==> src/rtl/traffic_phase_sched.sv <==
// Round-robin four-approach signal phase scheduler with yellow and all-red clearance.
// Define TRAFFIC_PREEMPT_EN to enable emergency-vehicle preemption on emg.
module traffic_phase_sched #(
    parameter int SLOT   = 5,
    parameter int YEL    = 2,
    parameter int ALLRED = 1
) (
    input  logic       clk,
    input  logic       rst,
    input  logic [8:1] sensors,
    input  logic [4:1] emg,
    output logic [4:1] traffic,
    output logic [4:1] yellow,
    output logic       preempt
);
    localparam int CW = $clog2(2 * SLOT + 1);
    localparam logic [CW-1:0] SLOT_M1   = CW'(SLOT - 1);
    localparam logic [CW-1:0] SLOT2_M1  = CW'(2 * SLOT - 1);
    localparam logic [CW-1:0] YEL_M1    = CW'(YEL - 1);
    localparam logic [CW-1:0] ALLRED_M1 = CW'(ALLRED - 1);

    typedef enum logic [1:0] {IDLE, GREEN, YELLOW, CLEAR} state_t;

    state_t          state_q, state_d;
    logic [CW-1:0]   cnt_q, cnt_d;
    logic [1:0]      ptr_q, ptr_d;
    logic            preempt_q, preempt_d;
    logic [4:1]      traffic_q, traffic_d;
    logic [4:1]      yellow_q, yellow_d;

    logic [3:0][1:0] demand;
    logic            rr_valid;
    logic [1:0]      rr_road;
    logic [CW-1:0]   rr_dur;
    logic            emg_any;
    logic [1:0]      emg_road;
    logic            emg_hold;

    assign demand = sensors;

`ifdef TRAFFIC_PREEMPT_EN
    always_comb begin
        emg_any  = |emg;
        emg_road = emg[1] ? 2'd0 : emg[2] ? 2'd1 : emg[3] ? 2'd2 : 2'd3;
        emg_hold = |(emg & (4'b0001 << ptr_q));
    end
    assign preempt = preempt_q;
`else
    logic unused_emg;
    assign unused_emg = ^emg;
    assign emg_any    = 1'b0;
    assign emg_road   = 2'd0;
    assign emg_hold   = 1'b0;
    assign preempt    = 1'b0;
`endif

    // Scan ptr+4 down to ptr+1 so the nearest road after ptr is the last, winning, assignment.
    always_comb begin
        logic [1:0] r;
        r        = ptr_q;
        rr_valid = 1'b0;
        rr_road  = ptr_q;
        for (int i = 4; i >= 1; i--) begin
            r = ptr_q + 2'(i);
            if (demand[r] != 2'b00) begin
                rr_valid = 1'b1;
                rr_road  = r;
            end
        end
        rr_dur = (&demand[rr_road]) ? SLOT2_M1 : SLOT_M1;
    end

    always_comb begin
        logic do_select;
        // NOTE: every always_comb output gets a default first so no path can infer a latch.
        state_d   = state_q;
        cnt_d     = cnt_q;
        ptr_d     = ptr_q;
        preempt_d = preempt_q;
        do_select = 1'b0;

        case (state_q)
            IDLE:  do_select = 1'b1;
            GREEN: begin
                if (preempt_q) begin
                    if (cnt_q != '0) begin
                        cnt_d = cnt_q - 1'b1;
                    end else if (!emg_hold) begin
                        state_d   = YELLOW;
                        cnt_d     = YEL_M1;
                        preempt_d = 1'b0;
                    end
                end else if (emg_any && emg_road != ptr_q) begin
                    state_d = YELLOW;
                    cnt_d   = YEL_M1;
                end else if (emg_any) begin
                    preempt_d = 1'b1;
                    cnt_d     = SLOT_M1;
                end else if (cnt_q == '0) begin
                    state_d = YELLOW;
                    cnt_d   = YEL_M1;
                end else begin
                    cnt_d = cnt_q - 1'b1;
                end
            end
            YELLOW: begin
                if (cnt_q == '0) begin
                    state_d = CLEAR;
                    cnt_d   = ALLRED_M1;
                end else begin
                    cnt_d = cnt_q - 1'b1;
                end
            end
            CLEAR: begin
                if (cnt_q == '0) do_select = 1'b1;
                else             cnt_d     = cnt_q - 1'b1;
            end
            default: state_d = IDLE;
        endcase

        if (do_select) begin
            if (emg_any) begin
                state_d   = GREEN;
                ptr_d     = emg_road;
                cnt_d     = SLOT_M1;
                preempt_d = 1'b1;
            end else if (rr_valid) begin
                state_d   = GREEN;
                ptr_d     = rr_road;
                cnt_d     = rr_dur;
                preempt_d = 1'b0;
            end else begin
                state_d   = IDLE;
                cnt_d     = '0;
                preempt_d = 1'b0;
            end
        end

        traffic_d = (state_d == GREEN)  ? (4'b0001 << ptr_d) : 4'b0000;
        yellow_d  = (state_d == YELLOW) ? (4'b0001 << ptr_d) : 4'b0000;
    end

    // NOTE: sequential state uses non-blocking assignments so every flop samples pre-edge values.
    always_ff @(posedge clk) begin
        if (!rst) begin
            state_q   <= IDLE;
            cnt_q     <= '0;
            ptr_q     <= 2'd3;
            preempt_q <= 1'b0;
            traffic_q <= 4'b0000;
            yellow_q  <= 4'b0000;
        end else begin
            state_q   <= state_d;
            cnt_q     <= cnt_d;
            ptr_q     <= ptr_d;
            preempt_q <= preempt_d;
            traffic_q <= traffic_d;
            yellow_q  <= yellow_d;
        end
    end

    assign traffic = traffic_q;
    assign yellow  = yellow_q;
endmodule

==> config.mk <==
export PLATFORM = sky130hd
export DESIGN_NAME = traffic_phase_sched
export DESIGN_NICKNAME = d
export VERILOG_FILES = /design/src/rtl/traffic_phase_sched.sv
export SDC_FILE = /design/constraint.sdc
export NUM_CORES = 1
export LEC_CHECK = 0
export ABC_CLOCK_PERIOD_IN_PS = 2500
export CORE_MARGIN = 10
export CORE_UTILIZATION = 45
export DETAILED_ROUTE_END_ITERATION = 8
export PLACE_DENSITY = 0.69
export SYNTH_ARGS = -nofsm -noshare
export SYNTH_HDL_FRONTEND = slang
export SYNTH_SLANG_ARGS = --single-unit
==> constraint.sdc <==
create_clock -name clk -period 2.5 [get_ports clk]
set_input_delay 0.375 -clock clk [delete_from_list [all_inputs] [get_ports clk]]
set_output_delay 0.375 -clock clk [all_outputs]
set_load 0.01 [all_outputs]
==> impl_metrics.env, run 1 <==
export IMPL_combPwrFrac_pct=63.4
export IMPL_p_per_area_mw_per_mm2=1230
export IMPL_worstSetupStartpoint="state_q[0]"
export IMPL_vias_per_cell=5.78
export IMPL_synth_edf_count=0
export IMPL_grt_util_all_layers_pct=11.8
export IMPL_end_kind="flip-flop"
export IMPL_syn_area_mm2=0.00108
export IMPL_pre_cts_slack_ns=0.167
export IMPL_grt_pass1_vias=992
export IMPL_clk_pin_slew_ns=0.10
export IMPL_max_vdd_ir_drop_uv=692
export IMPL_wl_um=2550
export IMPL_grt_max_degree=12
export IMPL_drive_gt1_share_pct=12.7
export IMPL_setup_slack_ns=0.446
export IMPL_postCtsHoldBufs=0
export IMPL_drv_slew=0
export IMPL_cts_buffer_depth=2
export IMPL_grt_antenna_before_repair=0
export IMPL_timing_fmax_mhz=487
export IMPL_die_w_um=68.9
export IMPL_arrival_ns=2.22
export IMPL_drtPass1Iterations=4
export IMPL_dr_wl_met2_um=1280
export IMPL_wl_met1_um=1070
export IMPL_worst_path_stages=7
export IMPL_cts_htree_levels=1
export IMPL_critPathSlowestCell="dfxtp_1"
export IMPL_portBuffers=17
export IMPL_rr_worst_depth=7
export IMPL_postPlaceCellArea_mm2=0.00127
export IMPL_start_util_pct=47.7
export IMPL_hold_class="flip-flop to flip-flop"
export IMPL_drv_cap=0
export IMPL_clock_skew_ns=0.0120
export IMPL_top_layer="met3"
export IMPL_wl_met3_um=199
export IMPL_dieArea_mm2=0.00475
export IMPL_critPathRequiredTime_ns=2.67
export IMPL_grt_pass1_wl_um=4440
export IMPL_cts_sinks=16
export IMPL_clockPowerShare_pct=10.5
export IMPL_switching_power_w=0.000734
export IMPL_p_int_w=0.000867
export IMPL_cp_buffers_inverters=0
export IMPL_die_h_um=68.9
export IMPL_fin_tns_setup_ns=0
export IMPL_outcome="finished, final reports clean"
export IMPL_nNetsFinal=164
export IMPL_worstPathCellList="ha_1, nand4bb_4, a21oi_4, nand2_2, o31ai_4, nand2b_1, nor2_1"
export IMPL_syn_num_nets=145
export IMPL_netlist_instances=124
export IMPL_fin_util_pct=57.8
export IMPL_cp_top_family="compound AO/OA/AOI/OAI gates"
export IMPL_numCtsBuffers=3
export IMPL_rows=17
export IMPL_drc=0
export IMPL_cts_setup_buffers=0
export IMPL_r2r_setup_slack_ns=0.45
export IMPL_ant_nets=0
export IMPL_n_antenna_cell=0
export IMPL_fp_coreArea_mm2=0.00225
export IMPL_rsz0062_at_grt="no"
export IMPL_finalCritPeriodShare_pct=82.2
export IMPL_hold_viol=0
export IMPL_rr_endpoint="yellow[2]"
export IMPL_synth_ff_type="dfxtp_1"
export IMPL_pwr_share_seq_pct=26.0
export IMPL_dp_hpwl_um=2060
export IMPL_cts_tree="yes"
export IMPL_clockRootBuffer="clkbuf_4"
export IMPL_setup_viol=0
export IMPL_gp_congestion=0.820
export IMPL_vias=983
export IMPL_ys_warn_count=0
export IMPL_io_pins=23
export IMPL_swShare_pct=45.8
export IMPL_grt_overflow=0
export IMPL_clk_latency_ns=0.28
export IMPL_cts_resized=0
export IMPL_yosysSeqAreaShare_pct=29.8
export IMPL_drt_iter0_drc=77
export IMPL_syn_area_per_cell_um2=8.68
export IMPL_crit_type="flip-flop to flip-flop"
export IMPL_period_minus_slack_ns=2.05
export IMPL_slowest_delay_ns=0.40
export IMPL_ys_types=50
export IMPL_p_leak_nw=0.476
export IMPL_holdPathStages=2
export IMPL_critical_path_endpoint="yellow[2]"
export IMPL_async_flop_share_pct=0
export IMPL_final_cell_area_mm2=0.00130
export IMPL_ys_ff_latch=16
export IMPL_regToRegStartpoint="state_q[0]"
export IMPL_wl_per_cell_um=15.0
export IMPL_start_kind="flip-flop"
export IMPL_area_growth_pct=21.0
export IMPL_crit_fanout=7
## registers in the layout (all words and copies together), names as in the netlist
register,cells
traffic,4
yellow,4
ptr_q,2
cnt_q,4
state_q,2
## kinds of logic after synthesis
group,share of synthesized area [%]
other,0.349
xor gates and xnor gates,0.814
adders and majority gates,8.14
AOI/OAI and AO/OA,28.6
buffers and inverters,3.84
muxes,0.930
and+or+nand+nor,27.6
DFF,29.8
## layer usage
metal | GRT usage [%] | up-vias
met3 | 6.28 | 0
met4 | 0.739 | 0
met5 | 0 | -
met2 | 20.1 | 19
met1 | 13.5 | 468
li1 | - | 496
## cell type report
class,instances,area [um^2]
fill,230,952
multi-input combinational,98,714
sequential,16,320
timing repair buffer,17,170
clock buffer,4,36.3
tap,28,35.0
inverter,7,26.3
## worst min-delay path: stages (launching register included)
cell and delay, ns:
dfxtp_1 0.33, o21ai_0 0.17, a41oi_1 0.06
## cells in the final DEF (no fill, tap or decap), types with 2 or more instances in the layout
master and instances:
a21oi_1 4, o21ai_0 4, a211oi_1 2, ha_1 7, nor4_1 3, inv_1 7, dfxtp_1 16, nand2_1 10
o21a_1 3, clkbuf_4 3, nor3_1 7, clkdlybuf4s50_1 17, and2_1 4, nand2b_1 4, nand3_1 3, nor2_1 10
o31ai_1 2, o21ai_1 2, o21ai_2 2
## through the flow
step	total power, W	std cells	hold WS, ns
after floorplan	0.00118	124	0.528
after global placement	0.00140	166	0.582
after detailed placement	0.00143	166	0.574
after CTS	0.00161	170	0.596
after global routing	0.00177	170	0.640
final	0.00160	170	0.603
## Yosys cell counts (3+ instances only)
master	instances	area, um^2
nor3_1	7	35.0
ha_1	7	87.6
a21oi_1	4	20.0
nand3_1	3	15.0
inv_1	7	26.3
nand2b_1	4	25.0
and2_1	4	25.0
nand2_1	10	37.5
dfxtp_1	16	320
o21a_1	3	22.5
nor4_1	3	18.8
o21ai_0	4	20.0
nor2_1	10	37.5
## power by group through the flow
stage | sequential (W) | combinational (W) | clock (W)
2_1_floorplan | 0.000405 | 0.000773 | 0
3_3_place_gp | 0.000418 | 0.000985 | 0
3_5_place_dp | 0.000422 | 0.00101 | 0
4_1_cts | 0.000416 | 0.00102 | 0.000177
5_1_grt | 0.000432 | 0.00115 | 0.000185
6_report | 0.000417 | 0.00102 | 0.000169
## worst min path at each step
stage / startpoint / end / slack (ns)
5_1_grt: cnt_q[0] / cnt_q[0] / 0.64
2_1_floorplan: cnt_q[0] / cnt_q[0] / 0.53
3_3_place_gp: cnt_q[0] / cnt_q[0] / 0.58
3_5_place_dp: cnt_q[0] / cnt_q[0] / 0.57
6_report: cnt_q[0] / cnt_q[0] / 0.60
4_1_cts: cnt_q[0] / cnt_q[0] / 0.60
Note: power is estimated with default switching activity, not from simulation.
==> inputs of run 2 (changes only) <==
- ABC_CLOCK_PERIOD_IN_PS: 2500 -> 1900
- clock period: 2.5 -> 1.9 ns (I/O delays scaled with it)
==> impl_metrics.env, run 2 (synthesis results as in run 1) <==
export IMPL_final_cell_mix="25 x buf_4, 15 x clkdlybuf4s50_1, 12 x dfxtp_1"
export IMPL_die_w_um=68.9
export IMPL_final_cells=198
export IMPL_p_int_w=0.00165
export IMPL_clockPowerShare_pct=7.9
export IMPL_switching_power_w=0.00118
export IMPL_wl_um=2920
export IMPL_start_util_pct=47.7
export IMPL_clock_skew_ns=0.0100
export IMPL_drc=0
export IMPL_crit_fanout=6
export IMPL_rows=17
export IMPL_die_h_um=68.9
export IMPL_cts_sinks=16
export IMPL_max_vdd_ir_drop_uv=1220
export IMPL_grt_overflow=0
export IMPL_postCtsHoldBufs=0
export IMPL_layout_commonest_cell="buf_4"
export IMPL_pwr_share_seq_pct=19.8
export IMPL_nNetsFinal=192
export IMPL_setup_viol=0
export IMPL_holdPathStages=5
export IMPL_crit_type="flip-flop to flip-flop"
export IMPL_fp_coreArea_mm2=0.00225
export IMPL_grt_pass1_vias=1031
export IMPL_wl_per_cell_um=14.7
export IMPL_worstHoldStart="sensors[1]"
export IMPL_cts_tree="yes"
export IMPL_critPathRequiredTime_ns=2.08
export IMPL_dieArea_mm2=0.00475
export IMPL_clockRootBuffer="clkbuf_4"
export IMPL_slowest_delay_ns=0.36
export IMPL_grt_max_degree=12
export IMPL_hold_viol=0
export IMPL_dp_hpwl_um=2270
export IMPL_grt_util_all_layers_pct=12.4
export IMPL_outcome="finished, final reports clean"
export IMPL_io_pins=23
export IMPL_cts_buffer_depth=2
export IMPL_rr_worst_depth=9
export IMPL_cp_buffers_inverters=2
export IMPL_critPathSlowestCell="o31ai_4"
export IMPL_p_leak_nw=0.648
export IMPL_clk_latency_ns=0.29
export IMPL_grt_antenna_before_repair=0
export IMPL_area_growth_pct=50.8
export IMPL_end_kind="flip-flop"
export IMPL_drv_cap=0
export IMPL_period_minus_slack_ns=1.89
export IMPL_ant_nets=0
export IMPL_rsz0062_at_grt="yes"
export IMPL_worstPathCellList="inv_2, ha_4, buf_6, nand4bb_4, a21oi_4, nand2_4, o31ai_4, nand2b_4, nor2_2"
export IMPL_start_kind="flip-flop"
export IMPL_grt_pass1_wl_um=4620
export IMPL_timing_fmax_mhz=530
export IMPL_vias_per_cell=5.42
export IMPL_hold_ws_ns=0.583
export IMPL_numCtsBuffers=3
export IMPL_finalCritPeriodShare_pct=99.2
export IMPL_vias=1074
export IMPL_holdPathEnd="cnt_q[3]"
export IMPL_final_cell_area_mm2=0.00162
export IMPL_r2r_setup_slack_ns=0.01
export IMPL_clk_pin_slew_ns=0.10
export IMPL_p_per_area_mw_per_mm2=1740
export IMPL_hold_class="input pin to flip-flop"
export IMPL_gp_congestion=0.743
export IMPL_cts_htree_levels=1
export IMPL_dp_cells=188
export IMPL_rr_endpoint="yellow[2]"
export IMPL_drv_slew=0
export IMPL_cp_top_family="compound AO/OA/AOI/OAI gates"
export IMPL_drtPass1Iterations=4
export IMPL_postPlaceCellArea_mm2=0.00143
export IMPL_arrival_ns=2.06
export IMPL_combPwrFrac_pct=72.3
export IMPL_portBuffers=17
export IMPL_swShare_pct=41.7
export IMPL_drive_gt1_share_pct=40.6
export IMPL_n_antenna_cell=0
export IMPL_regToRegStartpoint="cnt_q[1]"
export IMPL_drt_iter0_drc=38
-- run 2: power groups by stage --
stage	Sequential (W)	Combinational (W)	Clock [W]
2_1_floorplan	0.000533	0.00102	0
3_3_place_gp	0.000545	0.00155	0
3_5_place_dp	0.000549	0.00160	0
4_1_cts	0.000546	0.00166	0.000229
5_1_grt	0.000574	0.00224	0.000240
6_report	0.000561	0.00205	0.000224
-- run 2: worst max path at each step --
| stage | from | end | slack [ns] | cells after the start |
|---|---|---|---|---|
| 2_1_floorplan | state_q[1] | traffic[2] | 0.13 | 7 |
| 3_3_place_gp | sensors[3] | cnt_q[2] | -0.23 | 7 |
| 3_5_place_dp | sensors[7] | cnt_q[2] | -0.29 | 7 |
| 4_1_cts | sensors[7] | cnt_q[2] | -0.0008 | 7 |
| 5_1_grt | cnt_q[1] | traffic[2] | -0.06 | 9 |
| 6_report | cnt_q[1] | yellow[2] | 0.01 | 9 |
-- run 2: area by class of cell --
cell class	instances	area (um^2)
Multi-Input combinational cell	98	803
Clock buffer	4	36.3
Fill cell	166	632
Sequential cell	16	325
Tap cell	28	35.0
Inverter	7	26.3
Timing Repair Buffer	45	397
-- run 2: worst reg2reg max path: stages (launching register included) --
cell and delay (ns):
dfxtp_2 0.34, inv_2 0.08, ha_4 0.15, buf_6 0.10, nand4bb_4 0.14, a21oi_4 0.28, nand2_4 0.09, o31ai_4 0.36
nand2b_4 0.21, nor2_2 0.03
-- run 2: metrics by stage --
step / worst slack, ns / TNS (ns) / total power, W / utilization (%)
detailed placement: -0.292 / -2.95 / 0.00215 / 63.5
CTS: -0.000779 / -0.000779 / 0.00243 / 66.0
floorplan: 0.133 / 0 / 0.00155 / -
finish: 0.0143 / 0 / 0.00283 / 72.0
global placement: -0.230 / -1.76 / 0.00210 / 63.5
global route: -0.0650 / -0.379 / 0.00305 / 72.0
-- run 2: routing by layer --
metal / GRT usage (%) / vias to the layer above / share of wire (%)
met3: 6.12 / 0 / 8.1
met1: 14.2 / 501 / 41
met5: 0 / - / 0
li1: - / 547 / -
met4: 1.48 / 0 / 0
met2: 20.9 / 26 / 51
-- run 2: repair_timing --
action,CTS,global route
resized for setup,5,26
setup endpoints to repair,9,13
setup buffers,0,7
pin swaps,2,9
==> inputs of run 3 (changes only) <==
- DONT_BUFFER_PORTS: not set -> 1
- PLACE_DENSITY: 0.69 -> 0.57
==> impl_metrics.env, run 3 (synthesis results as in run 1) <==
export IMPL_critical_path_endpoint="cnt_q[2]"
export IMPL_seq_area_um2=322
export IMPL_period_minus_slack_ns=1.85
export IMPL_wl_um=2510
export IMPL_p_per_area_mw_per_mm2=1790
export IMPL_start_kind="flip-flop"
export IMPL_end_kind="flip-flop"
export IMPL_holdPathStages=1
export IMPL_clock_skew_ns=0.00889
export IMPL_dp_cells=158
export IMPL_hold_ws_ns=0.0642
export IMPL_arrival_ns=2.03
export IMPL_clockRootBuffer="clkbuf_4"
export IMPL_worstSetupStartpoint="cnt_q[0]"
export IMPL_rr_worst_depth=8
export IMPL_start_util_pct=47.7
export IMPL_drc=0
export IMPL_fin_tns_setup_ns=0
export IMPL_cts_htree_levels=1
export IMPL_dp_hpwl_um=1890
export IMPL_r2r_setup_slack_ns=0.05
export IMPL_fp_coreArea_mm2=0.00225
export IMPL_numCtsBuffers=3
export IMPL_dr_wl_met2_um=1190
export IMPL_vias=937
export IMPL_pwr_share_seq_pct=25.6
export IMPL_cts_sinks=16
export IMPL_wl_met1_um=1100
export IMPL_finalCritPeriodShare_pct=97.2
export IMPL_rr_endpoint="cnt_q[2]"
export IMPL_setup_slack_ns=0.0532
export IMPL_layout_commonest_cell="dfxtp_1"
export IMPL_crit_fanout=7
export IMPL_outcome="finished, final reports clean"
export IMPL_wl_met3_um=198
export IMPL_die_w_um=68.9
export IMPL_grt_overflow=0
export IMPL_drt_iter0_drc=40
export IMPL_tightest_slew_ns=0.660
export IMPL_hold_class="input pin to flip-flop"
export IMPL_drv_cap=0
export IMPL_cts_tree="yes"
export IMPL_final_cells=162
export IMPL_cts_buffer_depth=2
export IMPL_pre_cts_slack_ns=0.0187
export IMPL_die_h_um=68.9
export IMPL_wl_per_cell_um=15.5
export IMPL_fill_cells=217
export IMPL_timing_fmax_mhz=541
export IMPL_max_vdd_ir_drop_uv=889
export IMPL_vias_per_cell=5.78
export IMPL_finalPower_w=0.00227
export IMPL_worstHoldStart="rst"
export IMPL_combPwrFrac_pct=64.8
export IMPL_p_leak_nw=0.465
export IMPL_critPathRequiredTime_ns=2.08
export IMPL_multi_input_area_um2=785
export IMPL_swShare_pct=45.1
export IMPL_gp_congestion=0.815
export IMPL_drive_gt1_share_pct=26.9
export IMPL_grt_pass1_wl_um=3790
export IMPL_regToRegStartpoint="cnt_q[0]"
export IMPL_postCtsHoldBufs=0
export IMPL_grt_util_all_layers_pct=10.0
export IMPL_p_int_w=0.00125
export IMPL_drtPass1Iterations=5
export IMPL_area_growth_pct=18.1
export IMPL_n_antenna_cell=0
export IMPL_clk_pin_slew_ns=0.10
export IMPL_portBuffers=0
export IMPL_setup_viol=0
export IMPL_ant_nets=0
export IMPL_grt_antenna_before_repair=0
export IMPL_rows=17
export IMPL_final_cell_mix="15 x dfxtp_1, 10 x nor2_1, 10 x nand2_1"
export IMPL_dieArea_mm2=0.00475
export IMPL_grt_pass1_vias=866
export IMPL_crit_type="flip-flop to flip-flop"
export IMPL_grt_max_degree=12
export IMPL_switching_power_w=0.00102
export IMPL_drv_slew=0
export IMPL_hold_viol=0
export IMPL_nNetsFinal=156
export IMPL_clockPowerShare_pct=9.7
export IMPL_relSlewSlack_pct=55.6
export IMPL_io_pins=23
export IMPL_clk_latency_ns=0.28
export IMPL_top_layer="met4"
run 3: power groups by stage:
stage	clock (W)	sequential, W	combinational [W]
after global routing	0.000234	0.000596	0.00162
after floorplan	0	0.000533	0.00102
after CTS	0.000229	0.000577	0.00129
final	0.000220	0.000581	0.00147
after detailed placement	0	0.000583	0.00128
after global placement	0	0.000586	0.00126
run 3: area by class of cell:
cell class,count,share of cell area (%)
multi-input cells,98,61.7
repair buffers,9,5.31
well taps,28,2.76
inverters,7,2.07
flip-flops and latches,16,25.3
clock buffers,4,2.85
run 3: what timing repair did:
item                                    4_1_cts  5_1_grt
buffers inserted                              0        0
gates resized for setup                       2       12
endpoints found under the setup margin        3        9
pin swaps                                     0        2
run 3: critical path, cell delays in order (launching register included):
cell and delay (ns):
dfxtp_1 0.34, inv_1 0.12, ha_4 0.18, nor3b_4 0.26
and2_1 0.22, o21ai_1 0.11, o21ai_2 0.16, o221ai_2 0.14
o221a_1 0.22
run 3: worst min path at each step:
stage,end,slack [ns]
floorplan,ptr_q[0],0.51
global placement,ptr_q[0],0.35
detailed placement,ptr_q[0],0.35
CTS,ptr_q[0],0.05
global route,ptr_q[0],0.05
finish,ptr_q[0],0.06
run 3: layer usage:
metal,track usage (%),up-vias
met4,2.22,0
li1,-,480
met2,15.3,20
met1,12.7,433
met3,4.51,4
met5,0,-
run 3: metrics by stage:
stage	utilization (%)	cell area [um^2]
2_1_floorplan	-	1080
3_3_place_gp	51.6	1160
3_5_place_dp	51.6	1160
4_1_cts	53.4	1200
5_1_grt	56.4	1270
6_report	56.4	1270
